File: config.mk
export PLATFORM = sky130hd
export DESIGN_NAME = phy_rx_deserializer_flat
export DESIGN_NICKNAME = d
export VERILOG_FILES = /design/src/rtl/phy_rx_deserializer_pkg.sv /design/src/rtl/phy_rx_deserializer_if.sv /design/src/rtl/phy_rx_byte_sync.sv /design/src/rtl/phy_rx_deserializer.sv /design/src/flat_wrapper.sv
export SDC_FILE = /design/constraint.sdc
export NUM_CORES = 1
export LEC_CHECK = 0
export ABC_AREA = 0
export CELL_PAD_IN_SITES_DETAIL_PLACEMENT = 0
export CELL_PAD_IN_SITES_GLOBAL_PLACEMENT = 1
export CORE_ASPECT_RATIO = 0.5
export CORE_MARGIN = 1
export CORE_UTILIZATION = 47
export DETAILED_ROUTE_END_ITERATION = 8
export GPL_ROUTABILITY_DRIVEN = 0
export GPL_TIMING_DRIVEN = 0
export HOLD_SLACK_MARGIN = 0.03
export PLACE_DENSITY_LB_ADDON = 0.1
export SYNTH_ARGS = -nofsm -noshare
export SYNTH_HDL_FRONTEND = slang
export SYNTH_HIERARCHICAL = 1
export SYNTH_SLANG_ARGS = --single-unit
File: constraint.sdc
create_clock -name clk_32f -period 2.3 [get_ports clk_32f]
set_input_delay 0.46 -clock clk_32f [delete_from_list [all_inputs] [get_ports clk_32f]]
set_output_delay 0.46 -clock clk_32f [all_outputs]
set_load 0.02 [all_outputs]
File: src/rtl/phy_rx_deserializer_pkg.sv
// Shared constants and FSM encoding for the PHY receive path.
// The serial lane carries bytes MSB first; idle bytes are the COM symbol.
package phy_defs;

    localparam int BYTE_W = 8;
    localparam int WORD_W = 32;
    localparam logic [BYTE_W-1:0] COM_SYMBOL = 8'hBC;

    typedef enum logic [1:0] {
        SEARCH = 2'd0,
        ALIGN  = 2'd1,
        ACTIVE = 2'd2
    } sync_state_t;

endpackage

File: src/rtl/phy_rx_deserializer_if.sv
// Serial-in / parallel-out bundle of the receive deserializer.
// The state member exposes the byte-alignment FSM so checkers can observe it.
interface phy_rx_deserializer_if;
    import phy_defs::*;

    // serial_in is sampled on every clk_32f rising edge with no back-pressure.
    // valid_out is a one-cycle qualifier for data_out and has no ready;
    // the consumer must take the word in the cycle the strobe is high.
    logic                serial_in;
    logic [WORD_W-1:0]   data_out;
    logic                valid_out;
    logic                active;
    logic                frag_err;
    sync_state_t         state;

    modport master (
        output serial_in,
        input  data_out, valid_out, active, frag_err, state
    );

    modport slave (
        input  serial_in,
        output data_out, valid_out, active, frag_err, state
    );

endinterface

File: src/rtl/phy_rx_byte_sync.sv
// Byte alignment: slides a window over the serial lane until COM is found,
// then confirms SYNC_COUNT aligned COMs before presenting bytes downstream.
module phy_rx_byte_sync
    import phy_defs::*;
#(
    parameter logic [7:0] COM_SYMBOL = phy_defs::COM_SYMBOL,
    parameter int         SYNC_COUNT = 4
) (
    input  logic        clk_32f,
    input  logic        reset,
    input  logic        serial_in,
    output logic [7:0]  rx_byte,
    output logic        byte_strobe,
    output logic        is_com,
    output logic        active,
    output sync_state_t state
);

    localparam logic [3:0] SYNC_TARGET = 4'(SYNC_COUNT);

    logic [7:0]  shift_q;
    logic [2:0]  bit_cnt_q, bit_cnt_d;
    logic [3:0]  com_cnt_q, com_cnt_d;
    logic        active_q, active_d;
    sync_state_t state_q, state_d;

    logic [7:0]  window;
    logic        match;
    logic        boundary;

    // The window includes the bit being sampled on this edge.
    assign window   = {shift_q[6:0], serial_in};
    assign match    = (window == COM_SYMBOL);
    assign boundary = (bit_cnt_q == 3'd7);

    always_ff @(posedge clk_32f) begin
        if (reset) begin
            shift_q   <= 8'h00;
            bit_cnt_q <= 3'd0;
            com_cnt_q <= 4'd0;
            active_q  <= 1'b0;
            state_q   <= SEARCH;
        end else begin
            shift_q   <= window;
            bit_cnt_q <= bit_cnt_d;
            com_cnt_q <= com_cnt_d;
            active_q  <= active_d;
            state_q   <= state_d;
        end
    end

    always_comb begin
        state_d   = state_q;
        com_cnt_d = com_cnt_q;
        active_d  = active_q;
        bit_cnt_d = bit_cnt_q + 3'd1;
        case (state_q)
            SEARCH: begin
                bit_cnt_d = 3'd0;
                if (match) begin
                    com_cnt_d = 4'd1;
                    if (SYNC_TARGET == 4'd1) begin
                        state_d  = ACTIVE;
                        active_d = 1'b1;
                    end else begin
                        state_d = ALIGN;
                    end
                end
            end
            ALIGN: begin
                if (boundary) begin
                    if (match) begin
                        com_cnt_d = com_cnt_q + 4'd1;
                        if (com_cnt_q + 4'd1 == SYNC_TARGET) begin
                            state_d  = ACTIVE;
                            active_d = 1'b1;
                        end
                    end else begin
                        // Misaligned: restart the sliding search on the next bit.
                        com_cnt_d = 4'd0;
                        bit_cnt_d = 3'd0;
                        state_d   = SEARCH;
                    end
                end
            end
            ACTIVE: begin
            end
            default: begin
                state_d   = SEARCH;
                bit_cnt_d = 3'd0;
                com_cnt_d = 4'd0;
                active_d  = 1'b0;
            end
        endcase
    end

    assign rx_byte     = window;
    assign byte_strobe = (state_q == ACTIVE) && boundary;
    assign is_com      = match;
    assign active      = active_q;
    assign state       = state_q;

endmodule

File: src/rtl/phy_rx_deserializer.sv
// Receive deserializer top: byte alignment plus a word assembler that packs
// four data bytes (first byte in [31:24]) and drops idle COMs.
module phy_rx_deserializer
    import phy_defs::*;
#(
    parameter logic [7:0] COM_SYMBOL = phy_defs::COM_SYMBOL,
    parameter int         SYNC_COUNT = 4
) (
    input  logic                  clk_32f,
    input  logic                  reset,
    phy_rx_deserializer_if.slave  bus
);

    logic [7:0]        rx_byte;
    logic              byte_strobe;
    logic              is_com;
    logic              sync_active;
    sync_state_t       sync_state;

    logic [1:0]        byte_idx_q;
    logic [WORD_W-1:0] data_reg_q;
    logic [WORD_W-1:0] data_out_q;
    logic              valid_q;
    logic              frag_q;

    phy_rx_byte_sync #(
        .COM_SYMBOL (COM_SYMBOL),
        .SYNC_COUNT (SYNC_COUNT)
    ) u_byte_sync (
        .clk_32f     (clk_32f),
        .reset       (reset),
        .serial_in   (bus.serial_in),
        .rx_byte     (rx_byte),
        .byte_strobe (byte_strobe),
        .is_com      (is_com),
        .active      (sync_active),
        .state       (sync_state)
    );

    always_ff @(posedge clk_32f) begin
        if (reset) begin
            byte_idx_q <= 2'd0;
            data_reg_q <= '0;
            data_out_q <= '0;
            valid_q    <= 1'b0;
            frag_q     <= 1'b0;
        end else begin
            valid_q <= 1'b0;
            frag_q  <= 1'b0;
            if (byte_strobe) begin
                if (is_com) begin
                    // An idle byte inside a word means the partial word is lost.
                    if (byte_idx_q != 2'd0) begin
                        byte_idx_q <= 2'd0;
                        frag_q     <= 1'b1;
                    end
                end else begin
                    case (byte_idx_q)
                        2'd0:    data_reg_q[31:24] <= rx_byte;
                        2'd1:    data_reg_q[23:16] <= rx_byte;
                        2'd2:    data_reg_q[15:8]  <= rx_byte;
                        default: data_reg_q[7:0]   <= rx_byte;
                    endcase
                    if (byte_idx_q == 2'd3) begin
                        data_out_q <= {data_reg_q[31:8], rx_byte};
                        valid_q    <= 1'b1;
                        byte_idx_q <= 2'd0;
                    end else begin
                        byte_idx_q <= byte_idx_q + 2'd1;
                    end
                end
            end
        end
    end

    assign bus.data_out  = data_out_q;
    assign bus.valid_out = valid_q;
    assign bus.frag_err  = frag_q;
    assign bus.active    = sync_active;
    assign bus.state     = sync_state;

endmodule

File: src/flat_wrapper.sv
// flat-port wrapper written by rule: the top's interface ports become plain ports
module phy_rx_deserializer_flat import phy_defs::*;
#(
    parameter logic [7:0] COM_SYMBOL = phy_defs::COM_SYMBOL,
    parameter int         SYNC_COUNT = 4
)
  (clk_32f, reset, bus_serial_in, bus_data_out, bus_valid_out, bus_active, bus_frag_err, bus_state);
  phy_rx_deserializer_if bus_i ();
  input  logic clk_32f;
  input  logic reset;
  input wire logic [$bits(bus_i.serial_in)-1:0] bus_serial_in;
  output wire logic [$bits(bus_i.data_out)-1:0] bus_data_out;
  output wire logic [$bits(bus_i.valid_out)-1:0] bus_valid_out;
  output wire logic [$bits(bus_i.active)-1:0] bus_active;
  output wire logic [$bits(bus_i.frag_err)-1:0] bus_frag_err;
  output wire logic [$bits(bus_i.state)-1:0] bus_state;
  assign bus_i.serial_in = bus_serial_in;
  assign bus_data_out = bus_i.data_out;
  assign bus_valid_out = bus_i.valid_out;
  assign bus_active = bus_i.active;
  assign bus_frag_err = bus_i.frag_err;
  assign bus_state = bus_i.state;
  phy_rx_deserializer #(.COM_SYMBOL(COM_SYMBOL), .SYNC_COUNT(SYNC_COUNT)) u_core (.clk_32f(clk_32f), .reset(reset), .bus(bus_i));
endmodule
After elaboration in Yosys (flattened, before gate mapping). Index checks and enable logic that the tools add are counted.

$add $sub $neg: 3. Bitwise logic cells: 4. Reductions and logical operators: 15. Equal/unequal tests: 14. Multiplexer cells: 21.

Operator list (number): 3-bit AND reduction (5); 2-bit 2-to-1 mux (7); 4-bit 2-to-1 mux (3); 4-bit one-hot mux with 3 select lines (1); 8-bit equality test, second input constant (1); 4-bit AND reduction (2); 2-bit equality test, second input constant (3); 3-bit 2-to-1 mux (2); 2-bit inequality test, second input constant (3); 2-bit one-hot mux with 3 select lines (1); 3-bit one-hot mux with 2 select lines (1); 3-bit OR reduction (2); 1-bit 2-to-1 mux (5); 4-bit by 1-bit adder with 4-bit output, second input constant (1); 2-bit by 1-bit equality test with 1-bit output, second input constant (2); 4-bit by 3-bit equality test with 1-bit output, second input constant (1); 2-bit logical NOT (2); 2-bit by 1-bit inequality test with 1-bit output, second input constant (2); 1-bit inverter (4); 3-bit by 1-bit adder with 3-bit output, second input constant (1); 3-bit equality test, second input constant (1); 3-bit inequality test, second input constant (1); 2-bit by 1-bit adder with 2-bit output, second input constant (1); 1-bit one-hot mux with 2 select lines (1); 4 further kinds (4).

Bits of input ports: 3. Logic and storage cells: 69. Register bits after elaboration: 77.

Depth between registers and ports, before layout. Gate-level depths: netlist of run 1.

Depth after elaboration: 6. Mapped depth: 7.

Cells and area by module. Netlist of run 1, hierarchy kept.

By module, submodules not included: phy_rx_deserializer (area an instance 2423.6 um^2, sequential area each 1201.2 um^2, instances 1, cells an instance 213); phy_rx_byte_sync (area an instance 812.0 um^2, sequential area each 340.3 um^2, instances 1, cells an instance 79).

Least setup slack after synthesis of run 1. Ideal clock, no wire load.

Kind: register to register. Start point: register u_core.u_byte_sync.state_q[1], in the netlist u_core/u_byte_sync/state[1]. End point: register u_core.u_byte_sync.com_cnt_q[2]. Path slack: 591 ps. Stages on the path, launching flop included: 7. Period minus slack after synthesis: 1709 ps. Path buffers: 1. Arrival: 1592 ps. Required time: 2183 ps. Cell sequence: dfxtp_1 -> inv_1 -> ha_1 -> buf_2 -> a21oi_1 -> o211ai_1 -> a32o_1.

Longest elaborated chain between the ends: 3. Elaborated cells between the ends (all ways): 8. Classes of those cells: 4 x eq/ne; 1 x mux; 1 x bitwise; 2 x reduce/logical.

RTL lines: start: declaration (line phy_rx_byte_sync.sv:25) `sync_state_t state_q, state_d;`; start signal: assignment (line phy_rx_byte_sync.sv:48) `state_q <= state_d;`; 2-bit by 1-bit equality test with 1-bit output (tied with other cells) (line phy_rx_byte_sync.sv:57) `case (state_q)`; 2-bit inequality test (no line) (tied with other cells); 3-bit AND reduction (no line); end signal: assignment (line phy_rx_byte_sync.sv:46) `com_cnt_q <= com_cnt_d;`; end: declaration (line phy_rx_byte_sync.sv:23) `logic [3:0] com_cnt_q, com_cnt_d;`.

Several ways; a longest one is shown, not always the timed one. A chain may end at the register's enable or synchronous reset.

==> results of run 1 <==
-- logic make-up after synthesis --
kind of cell / after synthesis
AO/OA/AOI/OAI: 25
AND/OR/NAND/NOR: 99
multiplexers: 56
flip-flops: 77
buffers and inverters: 23
XOR/XNOR: 1
adder cells (fa/ha/maj): 11
-- worst max path at each step --
stage	from	end	slack [ns]
2_1_floorplan	u_core/u_byte_sync/state[1]$_SDFFE_PP0P_	u_core/u_byte_sync/com_cnt_q[2]$_SDFFE_PP0P_	0.59
3_3_place_gp	bus_serial_in	u_core/bus.data_out[7]$_SDFFE_PP0P_	0.04
3_5_place_dp	reset	u_core/data_reg_q[23]$_SDFFE_PP0P_	0.005
4_1_cts	reset	u_core/data_reg_q[23]$_SDFFE_PP0P_	0.37
5_1_grt	reset	u_core/data_reg_q[15]$_SDFFE_PP0P_	0.26
6_report	reset	u_core/data_reg_q[23]$_SDFFE_PP0P_	0.38
-- flip-flops by register name, summed over array words and instances, names as in the netlist --
signal / cells
u_core/u_byte_sync/active: 1
u_core/byte_idx_q: 2
u_core/u_byte_sync/bit_cnt_q: 3
u_core/bus.valid_out: 1
u_core/u_byte_sync/shift_q: 7
u_core/u_byte_sync/com_cnt_q: 4
u_core/bus.data_out: 32
u_core/u_byte_sync/state: 2
u_core/bus.frag_err: 1
u_core/data_reg_q: 24
-- worst max-delay path, stage by stage --
cell             delay [ns]
clkdlybuf4s50_1        0.84
clkbuf_1               0.35
nand2b_1               0.35
mux2i_1                0.13
-- cell type report --
class | instances | area [um2]
buffer | 17 | 114
tap | 88 | 110
multi-input combinational | 192 | 1560
timing repair buffer | 39 | 390
clock buffer | 11 | 243
sequential | 77 | 1540
clock inverter | 5 | 35.0
inverter | 6 | 22.5
fill | 557 | 2340
-- report_power, final --
group,switching [mW],internal [mW]
combinational,0.0504,0.0437
sequential,0.00578,1.34
clock,0.537,0.761
-- cells in the final DEF (no fill, tap or decap), types with 3 or more instances in the layout --
master           instances
a21oi_1                  3
dfxtp_1                 77
buf_2                    5
a31oi_1                  3
nor3_1                   4
clkdlybuf4s50_1         39
clkbuf_16                9
mux2i_1                 56
ha_1                    11
nor2b_1                  8
inv_1                    6
nand2b_1                65
clkbuf_1                 9
-- per-stage QoR --
step	instances	total power [mW]
6_report	435	2.74
4_1_cts	435	2.77
3_3_place_gp	419	1.47
3_5_place_dp	419	1.47
5_1_grt	435	2.84
2_1_floorplan	292	1.44
-- routing by layer --
metal  vias to the layer above  GRT usage [%]  wire (um)  share of wire (%)
met5                         -              0          0                  0
met4                         0           6.43         66                1.0
met3                         8           7.05        241                3.8
met2                        41           32.5       2830                 44
met1                      1081           23.9       3290                 51
li1                       1100              -          -                  -
==> run metrics, run 1 <==
Netlist Area Pre-Place=0.00324 mm2; pwr dens=682 mW/mm2; Area Growth Syn to Fin=24.1%; Crit. End Element=register; Residual DRC=0; initial antenna violation count=0; Final Skew=0.00769 ns; layout cell share with drive strength beyond 1=9.22%; RSZ-0062 raised after global routing=false; adder-cell share of the synthesized area=4.25%; Fin Hold WS=0.471 ns; Synth area leader=dfxtp_1; Post-CTS Resized=0; status=finished clean; Setup violations, final=0; CP max FO=14; number of CTS-inserted buffers=9; DIE HEIGHT=60.7 um; Crit path arrival time=2.13 ns; clock buffer depth=2; total grt overflow=0; largest family of logic cells by synthesized area=simple AND/OR/NAND/NOR gates; boundary pin count=40; EDFF count, synth=0; synth cell count leaders=dfxtp_1, nand2b_1, mux2i_1, ha_1; Post-Syn Nets=306; Final Hold Vio Count=0; Max Cap Violations=0; Worst Hold Launch=u_core/bus.data_out[27]$_SDFFE_PP0P_; Final Critical Period=1.92 ns; ANT cells=0; kind of critical path=in2reg; Detailed Route WL=6430 um; syn avg cell area=11.1 um2; initial drt markers=83; Post-DP HPWL=4580 um; nets@finish=356; Synth Flop Type=dfxtp_1; Post-Syn Instances=292; CP Launch Type=input port; first-pass GRT wire length=10300 um; Final period util=83.6%; Setup TNS=0 ns; CTS Sinks=77; simple-gate share of the synthesized area=20.3%; Yosys cell types=47; Post-CTS Hold Fix Bufs=0; Post-DP Area=0.00374 mm2; Final WS setup=0.377 ns; #FFs+latches synth=77; static leakage=1.53 nW; die span in x=119 um; hold path cells=2; via count=2230; CTS clk-pin slew, worst paths=0.06 ns; CTS Root Cell=clkbuf_16; post-DR vias/cell=5.13; final-report max-slew violation count=0; reg2reg path depth=7; Synth Warn #=6; hold endpoint=u_core/bus.data_out[27]$_SDFFE_PP0P_; largest net degree at the start of global routing=15; Tot GR Track Use=19.4%; Synth Area in Compound Gates=5.96%; # port buffers=39; initial core utilization=50.9%; vias in the first global route=2148; Post-CTS Setup Inserts=0; design area=0.00401 mm2; post-synth top area share=47.6%; Post-synth ARST share=0%; most common cell in the netlist=dfxtp_1; reg-to-reg slack, setup=0.50 ns; CTS tree=done; DRT antenna net count=0; H-tree Lvls=3; clk_lat worst skew=0.33 ns; fmax=0.520 GHz; R2R Path End=u_core/bus.data_out[17]$_SDFFE_PP0P_; drt pass-1 iters=4; mux share of post-synthesis cell area=17.3%; Worst VDD drop=0.411 mV; xor and xnor area share after synthesis=0.271%; core area=0.00636 mm2; Worst slew margin=61.0%; post-layout util=63.1%; num rows=20; Critical Path RT=2.51 ns; Tightest Hold Check Type=reg2reg; die area=0.00724 mm2; drt wl/cell=14.8 um; Worst R2R Start=u_core/u_byte_sync/state[0]$_SDFFE_PP0P_; top post-synthesis cells by area=dfxtp_1, mux2i_1, nand2b_1; register area share after synthesis=47.6%; slew at the pin with the worst max-slew slack=0.583 ns; Placement Setup Slack=0.00547 ns
Power figures use the tool's default switching activity.
==> run 2: changes to the inputs <==
--- a/config.mk
+++ b/config.mk
@@ -10,7 +10,7 @@
 export CELL_PAD_IN_SITES_GLOBAL_PLACEMENT = 1
 export CORE_ASPECT_RATIO = 0.5
 export CORE_MARGIN = 1
-export CORE_UTILIZATION = 47
+export CORE_UTILIZATION = 39
 export DETAILED_ROUTE_END_ITERATION = 8
 export GPL_ROUTABILITY_DRIVEN = 0
 export GPL_TIMING_DRIVEN = 0
==> constraint.sdc (replaced) <==
create_clock -name clk_32f -period 1.7 [get_ports clk_32f]
set_input_delay 0.34 -clock clk_32f [delete_from_list [all_inputs] [get_ports clk_32f]]
set_output_delay 0.34 -clock clk_32f [all_outputs]
set_load 0.02 [all_outputs]
==> run 2 against run 1 <==
Clock skew fell by 0.0031 ns. Sequential power grew 35%. Worst setup slack got worse by 0.33 ns. Clock power up 48%. Routed wire length rose by 7.4%. Global-route usage decreased by 2.1 points. First-iteration DRC count is 4.8% higher. Critical endpoint is now bus_state[0]. Register-to-register slack worse by 0.43 ns.
==> run metrics, run 2 (synthesized netlist as in run 1, its figures left out) <==
Final Skew=0.00458 ns (was 0.00769 ns); top sig layer=met4 (unchanged); vias in the first global route=2155 (was 2148); initial core utilization=40.3% (was 50.9%); initial antenna violation count=0 (unchanged); clock power share=49.8% (was 47.4%); RSZ-0062 raised after global routing=true (was false); met2 wire len=3050 um (was 2830 um); total grt overflow=0 (unchanged); num rows=23 (was 20); fmax=0.604 GHz; Crit path arrival time=1.31 ns (was 2.13 ns); CP max FO=3 (was 14); critical path's slowest cell=clkdlybuf4s50_1 (unchanged); CTS Root Cell=clkbuf_16 (unchanged); layout cell share with drive strength beyond 1=11.4% (was 9.22%); first-pass GRT wire length=10800 um (was 10300 um); boundary pin count=40 (unchanged); combinational power share=3.3% (was 3.4%); Final Hold Vio Count=0 (unchanged); R2R Path End=u_core/u_byte_sync/com_cnt_q[3]$_SDFFE_PP0P_ (was u_core/bus.data_out[17]$_SDFFE_PP0P_); largest net degree at the start of global routing=15 (unchanged); CTS tree=done (unchanged); Net Sw Frac=21.4% (was 21.7%); initial drt markers=87 (was 83); Worst R2R Start=u_core/u_byte_sync/state[1]$_SDFFE_PP0P_ (was u_core/u_byte_sync/state[0]$_SDFFE_PP0P_); Tightest Hold Check Type=in2reg (was reg2reg); drt wl/cell=14.9 um (was 14.8 um); ANT cells=0 (unchanged); design area=0.00416 mm2 (was 0.00401 mm2); top cell family by delay on the critical path=buffers and inverters (unchanged); static leakage=1.58 nW (was 1.53 nW); Final Critical Period=1.65 ns; drt pass-1 iters=4 (unchanged); Area Growth Syn to Fin=28.5% (was 24.1%); CTS clk-pin slew, worst paths=0.06 ns (about the same); die span in x=131 um (was 119 um); Fillers=752 (was 557); pwr dens=934 mW/mm2 (was 682 mW/mm2); Flop pwr share=46.9% (was 49.2%); die area=0.00869 mm2 (was 0.00724 mm2); clk_lat worst skew=0.34 ns (was 0.33 ns); # port buffers=39 (unchanged); nets@finish=359 (was 356); Worst VDD drop=0.458 mV (was 0.411 mV); Final period util=97.3%; crit-path cells=clkdlybuf4s50_1 (was clkdlybuf4s50_1 > clkbuf_1 > nand2b_1 > mux2i_1); commonest non-fill, non-tap cell in the layout=dfxtp_1 (unchanged); Worst Hold Launch=bus_serial_in (was u_core/bus.data_out[27]$_SDFFE_PP0P_); Post-DP HPWL=4660 um (was 4580 um); Worst path max stage delay=0.62 ns (was 0.84 ns); CTS Sinks=77 (unchanged); status=finished clean (unchanged); Post-DP Area=0.00377 mm2 (was 0.00374 mm2); slew at the pin with the worst max-slew slack=0.583 ns (about the same); Sw Pwr=0.830 mW (was 0.593 mW); Max Cap Violations=0 (unchanged); Worst slew margin=61.1% (was 61.0%); number of CTS-inserted buffers=9 (unchanged); core area=0.00803 mm2 (was 0.00636 mm2); clock buffer depth=2 (unchanged); via count=2207 (was 2230); reg-to-reg slack, setup=0.07 ns (was 0.50 ns); routed length on met3=218 um (was 241 um); post-DR vias/cell=4.78 (was 5.13); Met1 Routed Length=3530 um (was 3290 um); DIE HEIGHT=66.4 um (was 60.7 um); Post-CTS Hold Fix Bufs=0 (unchanged); Residual DRC=0 (unchanged); CP Launch Type=register (was input port); Crit. End Element=output pin (was register); Setup violations, final=0 (unchanged); most frequent cells in the layout=dfxtp_1, nand2b_1, mux2i_1, clkdlybuf4s50_1 (was dfxtp_1, nand2b_1, mux2i_1, clkdlybuf4s50_1, ha_1); Detailed Route WL=6900 um (was 6430 um); hold path cells=2 (unchanged); Tot GR Track Use=17.3% (was 19.4%); kind of critical path=reg2out (was in2reg); hold endpoint=u_core/u_byte_sync/shift_q[0]$_SDFF_PP0_ (was u_core/bus.data_out[27]$_SDFFE_PP0P_); H-tree Lvls=3 (unchanged); Critical Path RT=1.36 ns (was 2.51 ns); post-layout util=51.8% (was 63.1%); internal power=3.05 mW (was 2.14 mW); CP bufs+invs=1 (was 2); final-report max-slew violation count=0 (unchanged); reg2reg path depth=6 (was 7); DRT antenna net count=0 (unchanged); max reg flops=32 (unchanged)
[run 2: metal layers]
metal | GRT usage [%] | vias up
met5 | 0 | -
met1 | 22.0 | 1055
met3 | 6.07 | 11
li1 | - | 1115
met4 | 7.33 | 0
met2 | 26.6 | 26
[run 2: what timing repair did]
action | 4_1_cts | 5_1_grt
gates resized for setup | 4 | 7
pin swaps | 1 | 0
setup endpoints to repair | 50 | 47
cloned | 0 | 2
buffers inserted | 3 | 0
[run 2: worst max-delay path by stage]
stage                                                  start                                    to  slack [ns]  cells after the start
floorplan           u_core/u_byte_sync/state[0]$_SDFFE_PP0P_   u_core/bus.data_out[6]$_SDFFE_PP0P_      -0.005                      7
global placement                               bus_serial_in   u_core/bus.data_out[6]$_SDFFE_PP0P_       -0.45                      7
detailed placement                                     reset    u_core/data_reg_q[15]$_SDFFE_PP0P_       -0.49                      4
CTS                                            bus_serial_in  u_core/bus.data_out[10]$_SDFFE_PP0P_      0.0003                      7
global route        u_core/u_byte_sync/state[0]$_SDFFE_PP0P_                          bus_state[0]      -0.005                      1
finish              u_core/u_byte_sync/state[0]$_SDFFE_PP0P_                          bus_state[0]        0.05                      1
[run 2: cell type report]
| cell class | instances | area (um2) | area share (%) |
|---|---|---|---|
| multi-input combinational | 193 | 1590 | 38.4 |
| sequential | 77 | 1540 | 37.1 |
| timing repair buffer | 43 | 450 | 10.8 |
| clock buffer | 11 | 243 | 5.84 |
| tap | 112 | 140 | 3.37 |
| buffer | 15 | 104 | 2.50 |
| clock inverter | 5 | 60.1 | 1.44 |
| inverter | 6 | 22.5 | 0.542 |
[run 2: power groups by stage]
stage | clock (mW) | combinational [mW] | sequential (mW)
2_1_floorplan | 0 | 0.0868 | 1.86
3_5_place_dp | 0 | 0.128 | 1.86
6_report | 1.93 | 0.129 | 1.82
3_3_place_gp | 0 | 0.128 | 1.86
5_1_grt | 2.06 | 0.142 | 1.82
4_1_cts | 1.98 | 0.128 | 1.82
[run 2: metrics by stage]
| step | hold slack (ns) | std cells | worst slack [ns] | TNS (ns) | total power [mW] |
|---|---|---|---|---|---|
| 6_report | 0.313 | 462 | 0.0457 | 0 | 3.88 |
| 5_1_grt | 0.339 | 462 | -0.00503 | -0.0104 | 4.02 |
| 4_1_cts | 0.478 | 461 | 0.000337 | 0 | 3.93 |
| 3_5_place_dp | 0.463 | 443 | -0.486 | -26.68 | 1.99 |
| 3_3_place_gp | 0.458 | 443 | -0.454 | -24.97 | 1.99 |
| 2_1_floorplan | 0.412 | 292 | -0.00508 | -0.0494 | 1.95 |
